[config.mk]
export PLATFORM = sky130hd
export DESIGN_NAME = snes_pad_reader_flat
export DESIGN_NICKNAME = d
export VERILOG_FILES = /design/src/rtl/snes_pad_if.sv /design/src/rtl/snes_pad_reader.sv /design/src/flat_wrapper.sv
export SDC_FILE = /design/constraint.sdc
export NUM_CORES = 1
export LEC_CHECK = 0
export CORE_UTILIZATION = 40
export DETAILED_ROUTE_END_ITERATION = 8
export PLACE_DENSITY = 0.6
export SLEW_MARGIN = 0
export SYNTH_ARGS = -nofsm -noshare
export SYNTH_HDL_FRONTEND = slang
export SYNTH_SLANG_ARGS = --single-unit
[constraint.sdc]
create_clock -name clk -period 4 [get_ports clk]
set_input_delay 0.8 -clock clk [delete_from_list [all_inputs] [get_ports clk]]
set_output_delay 0.8 -clock clk [all_outputs]
set_load 0.1 [all_outputs]
[src/rtl/snes_pad_if.sv]
// Pad-reader signal bundle: the poll controls and serial pad pins, plus the parallel button word.
// valid/changed are one-cycle strobes with no ready: the consumer must take buttons in the valid cycle.
interface snes_pad_if;
  logic        poll_en;
  logic        poll_now;
  logic        pad_data;
  logic        pad_latch;
  logic        pad_clk;
  logic [15:0] buttons;
  logic        valid;
  logic        changed;
  logic        busy;

  modport master (
    input  poll_en, poll_now, pad_data,
    output pad_latch, pad_clk, buttons, valid, changed, busy
  );

  modport slave (
    output poll_en, poll_now, pad_data,
    input  pad_latch, pad_clk, buttons, valid, changed, busy
  );
endinterface

[src/rtl/snes_pad_reader.sv]
// Polls an SNES-style controller (latch + 16 clocked bits, active low) and presents the
// button word in parallel with a valid strobe and a changed flag.
module snes_pad_reader #(
  parameter int LATCH_CYCLES = 600,
  parameter int HALF_CYCLES  = 300,
  parameter int POLL_CYCLES  = 833333
) (
  input  logic       clk,
  input  logic       reset,
  snes_pad_if.master pad,
  output logic [2:0] state_dbg
);
  typedef enum logic [2:0] {
    IDLE    = 3'd0,
    LATCH   = 3'd1,
    HI      = 3'd2,
    LO      = 3'd3,
    LO_LAST = 3'd4,
    DONE    = 3'd5
  } state_t;

  localparam int CMAX = (LATCH_CYCLES > HALF_CYCLES) ? LATCH_CYCLES : HALF_CYCLES;
  localparam int CW   = $clog2(CMAX) + 1;
  localparam int PW   = $clog2(POLL_CYCLES) + 1;

  state_t        state_q, state_d;
  logic [CW-1:0] cnt_q, cnt_d;
  logic [PW-1:0] poll_q, poll_d;
  logic [3:0]    idx_q, idx_d;
  logic [15:0]   shift_q, shift_d;
  logic [15:0]   buttons_q, buttons_d;
  logic          valid_q, valid_d;
  logic          changed_q, changed_d;
  logic          latch_q, latch_d;
  logic          pclk_q, pclk_d;
  logic          busy_q, busy_d;
  logic          sync1_q, sync1_d;
  logic          sync2_q, sync2_d;

  logic half_last;
  assign half_last = (cnt_q == CW'(HALF_CYCLES - 1));

  always_comb begin
    state_d   = state_q;
    cnt_d     = cnt_q + 1'b1;
    idx_d     = idx_q;
    shift_d   = shift_q;
    buttons_d = buttons_q;
    changed_d = 1'b0;
    poll_d    = (poll_q == PW'(POLL_CYCLES - 1)) ? '0 : poll_q + 1'b1;
    sync1_d   = pad.pad_data;
    sync2_d   = sync1_q;

    case (state_q)
      IDLE: begin
        cnt_d = '0;
        if (pad.poll_now || (pad.poll_en && poll_q == PW'(POLL_CYCLES - 1))) begin
          state_d = LATCH;
          poll_d  = '0;
        end
      end
      LATCH: begin
        if (cnt_q == CW'(LATCH_CYCLES - 1)) begin
          state_d = HI;
          cnt_d   = '0;
          idx_d   = 4'd15;
        end
      end
      HI: begin
        // Sample at the end of the high phase so the synchronised bit has settled.
        if (half_last) begin
          shift_d[idx_q] = sync2_q;
          cnt_d          = '0;
          if (idx_q == 4'd0) begin
            state_d = LO_LAST;
          end else begin
            idx_d   = idx_q - 4'd1;
            state_d = LO;
          end
        end
      end
      LO: begin
        if (half_last) begin
          state_d = HI;
          cnt_d   = '0;
        end
      end
      LO_LAST: begin
        if (half_last) begin
          state_d   = DONE;
          cnt_d     = '0;
          buttons_d = shift_q;
          changed_d = (shift_q != buttons_q);
        end
      end
      DONE: begin
        state_d = IDLE;
        cnt_d   = '0;
      end
      default: begin
        state_d = IDLE;
        cnt_d   = '0;
      end
    endcase

    // Outputs are registered from the next state so they line up with state_q.
    latch_d = (state_d == LATCH);
    pclk_d  = !((state_d == LO) || (state_d == LO_LAST));
    busy_d  = (state_d != IDLE);
    valid_d = (state_d == DONE);
  end

  always_ff @(posedge clk) begin
    if (reset) begin
      state_q   <= IDLE;
      cnt_q     <= '0;
      poll_q    <= '0;
      idx_q     <= 4'd15;
      shift_q   <= 16'hFFFF;
      buttons_q <= 16'hFFFF;
      valid_q   <= 1'b0;
      changed_q <= 1'b0;
      latch_q   <= 1'b0;
      pclk_q    <= 1'b1;
      busy_q    <= 1'b0;
      sync1_q   <= 1'b1;
      sync2_q   <= 1'b1;
    end else begin
      state_q   <= state_d;
      cnt_q     <= cnt_d;
      poll_q    <= poll_d;
      idx_q     <= idx_d;
      shift_q   <= shift_d;
      buttons_q <= buttons_d;
      valid_q   <= valid_d;
      changed_q <= changed_d;
      latch_q   <= latch_d;
      pclk_q    <= pclk_d;
      busy_q    <= busy_d;
      sync1_q   <= sync1_d;
      sync2_q   <= sync2_d;
    end
  end

  assign pad.pad_latch = latch_q;
  assign pad.pad_clk   = pclk_q;
  assign pad.buttons   = buttons_q;
  assign pad.valid     = valid_q;
  assign pad.changed   = changed_q;
  assign pad.busy      = busy_q;
  assign state_dbg     = state_q;
endmodule
[src/flat_wrapper.sv]
// flat-port wrapper written by rule: the top's interface ports become plain ports
module snes_pad_reader_flat 
#(
  parameter int LATCH_CYCLES = 600,
  parameter int HALF_CYCLES  = 300,
  parameter int POLL_CYCLES  = 833333
)
  (clk, reset, state_dbg, pad_poll_en, pad_poll_now, pad_pad_data, pad_pad_latch, pad_pad_clk, pad_buttons, pad_valid, pad_changed, pad_busy);
  snes_pad_if pad_i ();
  input  logic clk;
  input  logic reset;
  output logic [2:0] state_dbg;
  input wire logic [$bits(pad_i.poll_en)-1:0] pad_poll_en;
  input wire logic [$bits(pad_i.poll_now)-1:0] pad_poll_now;
  input wire logic [$bits(pad_i.pad_data)-1:0] pad_pad_data;
  output wire logic [$bits(pad_i.pad_latch)-1:0] pad_pad_latch;
  output wire logic [$bits(pad_i.pad_clk)-1:0] pad_pad_clk;
  output wire logic [$bits(pad_i.buttons)-1:0] pad_buttons;
  output wire logic [$bits(pad_i.valid)-1:0] pad_valid;
  output wire logic [$bits(pad_i.changed)-1:0] pad_changed;
  output wire logic [$bits(pad_i.busy)-1:0] pad_busy;
  assign pad_i.poll_en = pad_poll_en;
  assign pad_i.poll_now = pad_poll_now;
  assign pad_i.pad_data = pad_pad_data;
  assign pad_pad_latch = pad_i.pad_latch;
  assign pad_pad_clk = pad_i.pad_clk;
  assign pad_buttons = pad_i.buttons;
  assign pad_valid = pad_i.valid;
  assign pad_changed = pad_i.changed;
  assign pad_busy = pad_i.busy;
  snes_pad_reader #(.LATCH_CYCLES(LATCH_CYCLES), .HALF_CYCLES(HALF_CYCLES), .POLL_CYCLES(POLL_CYCLES)) u_core (.clk(clk), .reset(reset), .pad(pad_i), .state_dbg(state_dbg));
endmodule
==> metrics list, run 1 <==
* Outcome: finished clean
* Critical path depth: 1
- Across all setup checks in the final design, the least slack found is 1.034 ns.
* Async SR Flop Fraction: 0%
* Setup-failing EPs final: 0
* Sort of element at the end of the critical path: primary output
- Die X-Extent: 97.56 um
- Max VDD drop: 139.3 uV
- Data on the critical path is required at its endpoint by 3.20 ns.
* Initial antenna violation count: 0
- Placed cell count: between 500 and 600
- Sum of overflow across all layers after global routing: 0
* Post-Synthesis Net Count: about 400
- Once layout is complete, the cells apart from fillers number 527.
- Once placement finished, the instance area stood at ~4000 um^2.
- The floorplan has 34 rows.
- By count the netlist is led by 78 x dfxtp_1, 46 x nor2_1, 33 x nand2_1, 28 x xnor2_1, 19 x mux2i_1.
* Fraction of layout instances using a drive strength above 1: 6.921%
- Largest net degree at the start of global routing: 21
- Leading register cell type out of synthesis: dfxtp_1
- Cell count after synthesis: a little under 400
- The final layout contains 427 nets.
* Worst Path Buf+Inv: 1
- The first global-routing pass estimated 12,650 um of wire.
* Yosys warning count: 0
* Worst Max-Slew Pin Slew: 0.9739 ns
- Once the floorplan was initialized, standard cells occupied 41.68% of the core.
* Count of cell types in the netlist: 52
* Drt total wl: 7197 um
* Floorplan die area: 9517 um^2
- In this run the worst path has a maximum fanout of 11.
- Clock tree from TritonCTS: built
- Average footprint of a synthesized cell: 9.365 um^2
- The path class of the tightest hold or removal check is flip-flop to flip-flop.
* Clock network latency to the later pin of the worst-skew pair: around 0.35 ns
- The final route contains ~2,800 vias.
* Clk sink count: 78
* Reg-to-reg startpoint: u_core.cnt_q[0]$_SDFF_PP0_
- The via count of the first global-routing pass is 2,687.
- For the final database, setup skew stands at 0.01226 ns.
* Setup Buffers After CTS: 0
* Final HPWL from detailed placement: roughly 5000 um
* Total leakage power: 1.470 nW
* Post-CTS Hold Buffers: 0
- For flop-to-flop paths, the worst setup slack is 1.54 ns.
* Final period demand of the worst path: 2.966 ns
- Last weighted congestion value of the routability-driven placer: roughly 0.8
- Origin of the worst min-delay path: u_core.sync1_q$_SDFF_PP1_
* Num CTS Buffers: 9
- Final-layout fill cell count: 858
- Fmax: about 0.34 GHz
- Seq cells post-synth: 78
* Inserted Diodes: 0
- Depth of the worst register-to-register path: 6
- On the critical path the largest part of the delay comes from buffers and inverters.
* Cells taking the most area after synthesis: dfxtp_1 43%, xnor2_1 6.7%, mux2i_1 5.2%
- STA classifies the critical path startpoint as a flip-flop.
- Critical Setup Path Class: flip-flop to primary output
* H-Tree Depth: 3
- From bottom edge to top edge, the die measures around 98 um.
- Worst hold path cell count: 1
* Wirelength per Cell: 13.66 um
- Final Total Pwr: between 1 and 1.5 mW
- Cell taking the most area after synthesis: dfxtp_1
- Using the TritonRoute via totals, the vias-per-cell ratio works out to between 5 and 6.
* Number of nets with antenna violations after routing: 0
- The critical path starts at u_core.state_dbg[0]$_SDFF_PP0_.
* Fin crit share: approximately 74%
- Of the synthesized area, sequential elements account for between 40% and 50%.
* Final number of hold-violating endpoints: 0
- At the worst endpoint, the arrival time is 2.17 ns.
- The critical path goes through clkdlybuf4s50_1.
- Most numerous cell in the Yosys netlist: dfxtp_1
* Detailed-route DRC error count: 0
* Clock-pin slew on the worst setup and hold paths: 0.08 ns
* Pwr dens: 354.2 nW/um^2
- OpenSTA, run right after detailed placement, puts the worst setup slack at between 1 and 1.5 ns.
- Global routing used 16.42% of the available tracks across all layers.
- Counting along the longest clock path gives a buffer depth of 2.
- Max-cap violations in this run came to 0.
- The share of synthesized area in the top cell type comes to 42.75%.
- Maximum single-stage delay on the critical path: roughly 1.2 ns
* Library cell used as clock root buffer: clkbuf_8
- The count of buffers added on input and output ports is 28.
- After routing the design area is 4220 um^2.
- Setup repair after global routing left no endpoint under its margin.
- Number of iterations in the first detailed-routing pass: 4
- Compared with the post-synthesis result, the final layout area differs by 15.55%.
- Pin placement for this block handled 29 I/O pins.
- Area of the core: between 8000 and 9000 um^2
- Number of max-slew violations in the final report: 0
* Number of enable-type register cells in the synthesized netlist: 0
- Worst relative slew slack: between 30% and 40%
- Setup total negative slack on the finished layout was measured at 0 ns.
- Post-CTS resize count: 0
* Post-Synthesis Cell Area: 3652 um^2
- Critical-path cell with the highest stage delay: clkdlybuf4s50_1
* Drt initial violations: 139
-- sequential cells by signal (all words and copies together) (netlist names) --
name	cells
u_core.poll_q	21
u_core.pad.buttons	16
u_core.shift_q	16
u_core.cnt_q	11
u_core.idx_q	4
u_core.state_dbg	3
u_core.pad.busy	1
u_core.pad.changed	1
u_core.pad.pad_clk	1
u_core.pad.pad_latch	1
u_core.pad.valid	1
u_core.sync1_q	1
u_core.sync2_q	1
-- kinds of logic after synthesis --
family | after synthesis | synth area share, %
and+or+nand+nor | 160 | 24.19
muxes | 19 | 5.207
buffers and inverters | 32 | 3.734
DFF | 78 | 42.75
AOI/OAI and AO/OA | 48 | 10.59
xor gates and xnor gates | 45 | 10.79
adders and majority gates | 8 | 2.741
-- final cells by class --
class	instances	area [um^2]	area share, %
sequential	78	1562	37.00
inverter	14	52.55	1.245
timing repair buffer	31	302.8	7.175
tap	108	135.1	3.202
clock buffer	10	127.6	3.024
multi-input combinational	280	1954	46.31
clock inverter	6	86.33	2.046
-- path summary, 6_finish.rpt --
check | to
worst min-delay path | u_core.sync2_q$_SDFF_PP1_
worst max register to register | u_core.shift_q[2]$_SDFFE_PP1P_
worst max-delay path | state_dbg[0]
worst min register to register | u_core.sync2_q$_SDFF_PP1_
-- power by group --
group / switching (mW) / total, mW / internal (mW)
registers: 0.00818 / 0.790 / 0.782
clock network: 0.292 / 0.643 / 0.350
logic: 0.0432 / 0.0621 / 0.0189
-- placed cells by master, fill, tap and decap left out, types with 2 or more instances in the layout --
master,netlist,final
inv_1,13,13
clkbuf_8,0,9
o31a_1,2,2
o21ai_0,3,3
a31oi_1,7,7
nor4_1,6,6
dfxtp_1,78,78
or3_1,3,3
clkinv_2,0,2
nor2_1,46,46
and2_1,2,2
and4_1,4,4
a211oi_1,6,6
nand2b_1,2,2
a21boi_0,5,5
nand4_1,10,10
nand3_1,13,13
buf_4,2,3
xnor2_1,28,28
mux2i_1,19,19
bufinv_16,0,2
and4b_1,2,2
a21o_1,5,5
a311o_1,6,6
nor4b_1,3,3
nor4_4,2,2
ha_1,8,8
xor2_1,17,17
clkdlybuf4s50_1,0,28
and3_1,9,9
nand2_1,33,33
or2_2,2,2
nor3_1,10,10
nor2b_1,5,5
a41o_1,4,4
a311oi_1,2,2
-- metal layers --
layer	global-route usage, %	vias to the layer above	share of wire, %
met4	6.109	0	1.1
met3	4.029	7	2.6
met5	0	-	0
met2	25.28	27	45
met1	22.17	1303	51
li1	-	1421	-
-- per-stage QoR --
| stage | hold WS [ns] | utilization, % |
|---|---|---|
| floorplan | 0.3895 | - |
| global placement | 0.3910 | 45.72 |
| detailed placement | 0.3961 | 45.72 |
| CTS | 0.4166 | 48.16 |
| global route | 0.4335 | 48.16 |
| finish | 0.4145 | 48.16 |
Power figures use the tool's default switching activity.
==> run 2, diff against run 1 <==
- PLACE_DENSITY: 0.6 -> 0.63
- clock period: 4 -> 2.7 ns (I/O delays scaled with it)
==> run 2 against run 1 <==
  * Hold slack worse by 0.0021 ns
  * Clock power is 26% higher
  * Die area is the same
  * Sequential share of layout area is 0.56 points higher
  * Combinational power grew 51%
  * Global-route usage grew 0.73 points
  * Utilization decreased by 0.71 points
  * Highest routed layer unchanged
==> metrics list, run 2 (same netlist as run 1, synthesis figures left out) <==
- The flow ran to the end, and the final reports show no timing, DRC or antenna violations.
- The clock reaches the later pin of the worst-skew pair after about 0.37 ns.
* Number of iterations in the first detailed-routing pass: 4
* Reg-to-reg startpoint: u_core.cnt_q[0]$_SDFF_PP0_
- Dividing the detail-routed wire length by the instance count gives about 15 um.
- Including well taps, the total number of placed cells is 515.
- Setup repair after global routing missed its margin: no
- The worst path uses 84.26% of the clock period.
- Inserted Diodes: 0
* Post-synthesis to final-layout area growth: 13.84%
- For the final database, setup skew stands at 0.01752 ns.
- Setup Buffers After CTS: 0
- Clock-pin slew was measured on the worst setup and hold paths at approximately 0.080 ns.
* Library cell used as clock root buffer: clkbuf_8
- Measured along the y axis, the die boundary spans ~98 um.
* Worst EP required: around 3.0 ns
- Max FFs per register: 21
* Number of violations of the max-capacitance limit: 0
* Vias per Instance: 5.345
* Last weighted congestion value of the routability-driven placer: around 0.79
* Critical-path cell with the highest stage delay: nor4_4
- The number of pins exceeding their max-slew limit in the final report came to 0.
- Data arrives at the worst endpoint at 2.53 ns.
- Top library cells by usage in the layout, fill and taps aside: 78 x dfxtp_1, 46 x nor2_1, 33 x nand2_1
- Once the floorplan was initialized, standard cells occupied 41.68% of the core.
- The finished layout holds 531 standard cells, fillers aside.
- STA classifies the critical path endpoint as a flip-flop.
* Clk sink count: 78
- Final Total Pwr: between 2 and 2.5 mW
- Cells fill between 40% and 50% of the core in the end.
* Sum of overflow across all layers after global routing: 0
* GRT Overall Usage: between 10% and 20%
- u_core.poll_q holds more flip-flops than any other register.
* Critical path depth: 7
* Critical path launch point: u_core.cnt_q[0]$_SDFF_PP0_
- Origin of the worst min-delay path: u_core.sync1_q$_SDFF_PP1_
* Smallest setup slack after layout: 0.4250 ns
- Die X-Extent: 97.56 um
- Measured against its own limit, the worst slew margin works out to 61.10%.
- For the worst flop-to-flop path, the logic depth is 7.
- The total area inside the core boundary comes to 8763 um^2.
- Total negative setup slack: 0 ns
* Post-CTS Hold Buffers: 0
- H-Tree Depth: 3
- Worst hold path cell count: 1
- Input and output buffers added on the ports amount to 28.
- TritonCTS created 9 clock buffers.
- Number of global-route vias before repair: between 2,000 and 3,000
- Power spread over the standard cell area amounts to 498.7 nW/um^2.
- I/O pin total: 29
* Worst Max-Slew Pin Slew: 0.5754 ns
- The die covers 9517 um^2.
- In this run the static leakage power is 1.474 nW.
* Worst Path Buf+Inv: 1
* Number of nets with antenna violations after routing: 0
- Critical Setup Path Class: flip-flop to flip-flop
- STA classifies the critical path startpoint as a flip-flop.
* Max VDD drop: 207.8 uV
* Wire length of the first global-routing pass: ~13,000 um
- Type of the most critical hold path: flip-flop to flip-flop
- Category of cells accounting for the largest share of critical-path delay: simple AND/OR/NAND/NOR gates
- Drt total wl: 7711 um
- Timing analysis after detailed placement gives a worst setup slack of around 0.45 ns.
- The longest clock path from root to sink contains 2 buffers.
* Nets: 431
- Final period demand of the worst path: 2.275 ns
- Fraction of layout instances using a drive strength above 1: 13.71%
* Final number of hold-violating endpoints: 0
* Drt initial violations: between 90 and 100
* Final-layout fill cell count: approximately 850
- In this run, post-CTS repair resized a total of 0 instances.
- Total via count after detailed routing: 2,838
- Std-Cell Rows: 34
- Critical Path, Cell by Cell: ha_1 -> nor2b_1 -> nand3_4 -> nor4_4 -> buf_4 -> nand3_1 -> a21o_1
- Based on the critical path, the design can be clocked at up to 0.4396 GHz.
- TritonCTS built the clock tree.
- Entering global routing, the biggest net connects 27 pins.
- The HPWL after detailed placement is 5509 um.
- Crit path max fanout: 10
* Initial antenna violation count: 0
- The library cell used most frequently in the layout, excluding fill and tap cells, is dfxtp_1.
- Maximum single-stage delay on the critical path: roughly 0.52 ns
- Setup-failing EPs final: 0
- Detailed-route DRC error count: 0
==> run 2: cell types whose count changed in the layout (fill, tap and decap cells not counted), sizes merged <==
cell | before | now
clkdlybuf4s50 | 28 | 4
clkinv | 4 | 3
inv | 13 | 15
clkbuf | 10 | 9
buf | 3 | 31
bufinv | 2 | 0
clkinvlp | 1 | 3
==> run 2: layer usage <==
metal	part of all wire, %	vias to the layer above	global-route usage, %
met3	1.8	14	3.669
li1	-	1426	-
met2	51	23	30.66
met5	0	-	0
met1	44	1375	19.09
met4	2.2	0	8.597
==> run 2: where the power goes <==
| part | leakage, nW | switching (mW) | internal, mW |
|---|---|---|---|
| combinational | 0.760 | 0.0650 | 0.0290 |
| sequential | 0.632 | 0.0119 | 1.16 |
| clock | 0.0824 | 0.467 | 0.342 |
==> run 2: layout make-up <==
type	instances	area, um^2	area share, %
multi-input combinational	280	1954	47.01
clock buffer	9	123.9	2.979
inverter	14	52.55	1.264
tap	108	135.1	3.250
clock inverter	7	57.56	1.384
sequential	78	1562	37.56
timing repair buffer	35	272.8	6.560
==> run 2: per-stage QoR <==
| stage | area (um^2) | hold WS (ns) |
|---|---|---|
| after CTS | 4158 | 0.4152 |
| after global placement | 3976 | 0.3921 |
| after global routing | 4158 | 0.4385 |
| after detailed placement | 3976 | 0.3952 |
| after floorplan | 3652 | 0.3895 |
| final | 4158 | 0.4124 |
==> run 2: worst paths after layout <==
| path | slack [ns] | to |
|---|---|---|
| min | 0.41 | u_core.sync2_q$_SDFF_PP1_ |
| max reg2reg | 0.43 | u_core.shift_q[8]$_SDFFE_PP1P_ |
| min reg2reg | 0.41 | u_core.sync2_q$_SDFF_PP1_ |
| max | 0.43 | u_core.shift_q[8]$_SDFFE_PP1P_ |
==> run 3, diff against run 2 <==
- clock period: 2.7 -> 1.96 ns (I/O delays scaled with it)
==> run 3 against run 2 <==
  * Maximum frequency is 20% higher
  * Utilization up 5.9 points
  * Combinational power grew 60%
  * Sequential share of layout area shrank 3.7 points
  * Global-route usage is 0.45 points lower
  * Clock skew is 0.0066 ns lower
  * Register-to-register slack worse by 0.36 ns
  * Clock power increased by 78%
  * Design area up 12%
  * Final cell count grew 7.0%
  * First-iteration DRC count rose by 18%
==> metrics list, run 3 (same netlist as run 1, synthesis figures left out) <==
- Of the cells placed in the final design, the portion with a size suffix greater than 1 is 24.78%.
* Detailed-route DRC error count: 0
- Setup-failing EPs final: 0
- Floorplan die area: 9517 um^2
- The first TritonRoute pass finished after 4 iterations.
- STA classifies the critical path endpoint as a flip-flop.
- Post-place instance area: roughly 4300 um^2
* Fin crit share: 96.71%
- Clock network latency to the later pin of the worst-skew pair: 0.35 ns
- The number of pins exceeding their max-slew limit in the final report came to 0.
- Last weighted congestion value of the routability-driven placer: approximately 0.79
* Total leakage power: 1.723 nW
- The number of antenna violations at the first check in global routing was 0.
- Clk sink count: 78
* Type of the most critical hold path: flip-flop to flip-flop
- Once the floorplan was initialized, standard cells occupied 41.68% of the core.
* Utilization of the core after routing: 53.36%
* Post-synthesis to final-layout area growth: 28.02%
- The routed design could run at a clock period as short as 1.896 ns.
* Final number of hold-violating endpoints: 0
* Crit path arrival time: 2.13 ns
- Worst EP required: 2.19 ns
- Max VDD drop: 399.2 uV
* Port Buffer Count: 28
- Clock skew on the completed layout was measured at 0.01095 ns.
- The layout has 814 filler cells.
* Die height: between 90 and 100 um
- Std-Cell Rows: 34
* Smallest setup slack after layout: about 0.064 ns
- Buffer levels on the longest clock path: 2
- After the last flow step, the layout net total stands at between 400 and 500.
* Drt initial violations: 114
- Worst relative slew slack: 65.73%
- Clock tree from TritonCTS: built
- Using the TritonRoute via totals, the vias-per-cell ratio works out to 5.183.
- In the layout the commonest cells are 68 x dfxtp_1, 61 x buf_4, 46 x nor2_1.
* Number of nets with antenna violations after routing: 0
* Clock-pin slew on the worst setup and hold paths: 0.08 ns
* Largest reg by FF count: u_core.poll_q
- The worst setup path is launched from a flip-flop.
- Inserted Diodes: 0
- CTS placed an instance of clkbuf_8 at the clock tree root.
- The flow ran to the end, and the final reports show no timing, DRC or antenna violations.
- Fmax: 0.5276 GHz
- Wirelength per Cell: roughly 14 um
- For this design the ratio of total power to cell area is between 600 and 700 nW/um^2.
* DP Worst Slack: 0.01013 ns
- GRT Overall Usage: 16.70%
* Final HPWL from detailed placement: about 5400 um
* H-Tree Depth: 3
- At the pin with the least slew margin, the transition time is about 0.5 ns.
- Min Hold Slack: 0.4091 ns
- The critical path in this run is classified as flip-flop to flip-flop.
- The register with the most flip-flops in the layout has 21 of them.
- Hold repair after CTS inserted 0 buffers.
- The via count of the first global-routing pass is 2,774.
- Along the worst path, the maximum fanout reaches 6.
- Counting the buffers created by CTS gives 9.
* Total via count after detailed routing: 2,944
- In the final timing run, aggregate negative setup slack is 0 ns.
- Summing all flip-flop and latch instances after layout gives approximately 1600 um^2.
- I/O pin total: 29
- The core region is 8763 um^2.
* Most common cell after layout, fill and taps aside: dfxtp_1
- Largest net degree at the start of global routing: 28
- The multi-input combinational cells in the finished layout cover a total of just over 2000 um^2.
- The floorplan step set the die width to a little under 100 um.
- For this run the aggregate overflow at the end of global routing stands at 0.
- After detailed routing, the total wire length is roughly 7800 um.
- Once layout is done, the placed cells without fillers occupy about 4700 um^2.
- The first global-routing pass estimated between 10,000 and 15,000 um of wire.
* Number of violations of the max-capacitance limit: 0
run 3: cell count changes in the layout (fill, tap and decap cells not counted), moves of 3 or more:
cell       before  now
dfxtp_4         0    4
a21boi_0        5    2
buf_4          31   61
a21boi_1        0    3
buf_12          0    6
dfxtp_1        78   68
dfxtp_2         0    6
bufinv_16       0    3
run 3: critical path, cell delays in order, from the launching register on:
cell	delay, ns
dfxtp_2	0.34
nor4b_4	0.29
buf_4	0.17
nand3_4	0.07
nor4_4	0.26
buf_4	0.18
buf_12	0.11
a21boi_2	0.05
a311o_1	0.31
run 3: per-layer routing:
metal	global-route usage [%]	part of all wire (%)	vias to the layer above
met5	0	0	-
met4	7.466	1.3	0
met3	3.094	2.5	7
met2	25.77	46	35
met1	22.64	50	1397
li1	-	-	1505
run 3: cell type report:
class	instances	area share, %
timing repair buffer	72	13.75
clock buffer	10	2.729
sequential	78	33.88
inverter	14	1.124
tap	108	2.890
clock inverter	6	2.382
multi-input combinational	280	43.24
run 3: path summary, 6_finish.rpt:
path | from | end | slack, ns | cells past startpoint
setup / recovery | u_core.cnt_q[6]$_SDFF_PP0_ | u_core.shift_q[3]$_SDFFE_PP1P_ | 0.06 | 8
hold / removal | u_core.sync1_q$_SDFF_PP1_ | u_core.sync2_q$_SDFF_PP1_ | 0.41 | 1
setup reg to reg | u_core.cnt_q[6]$_SDFF_PP0_ | u_core.shift_q[3]$_SDFFE_PP1P_ | 0.06 | 8
hold reg to reg | u_core.sync1_q$_SDFF_PP1_ | u_core.sync2_q$_SDFF_PP1_ | 0.41 | 1
run 3: what timing repair did:
item                                    in CTS  in global routing
buffers inserted                             5                  9
endpoints found under the setup margin       4                 11
gates cloned                                 0                  1
resized for setup                            7                 10
hold endpoints to repair                     0                  0
pin swaps                                    2                  5
run 3: per-stage QoR:
stage | instances | power [mW]
after CTS | 558 | 3.241
after global routing | 568 | 3.322
after floorplan | 390 | 1.743
after global placement | 537 | 1.790
after detailed placement | 537 | 1.792
final | 568 | 3.195
run 3: report_power, final:
| group | switching [mW] | internal, mW | leakage (nW) |
|---|---|---|---|
| clock | 0.594 | 0.847 | 0.116 |
| combinational | 0.0979 | 0.0518 | 0.969 |
| sequential | 0.0133 | 1.59 | 0.638 |
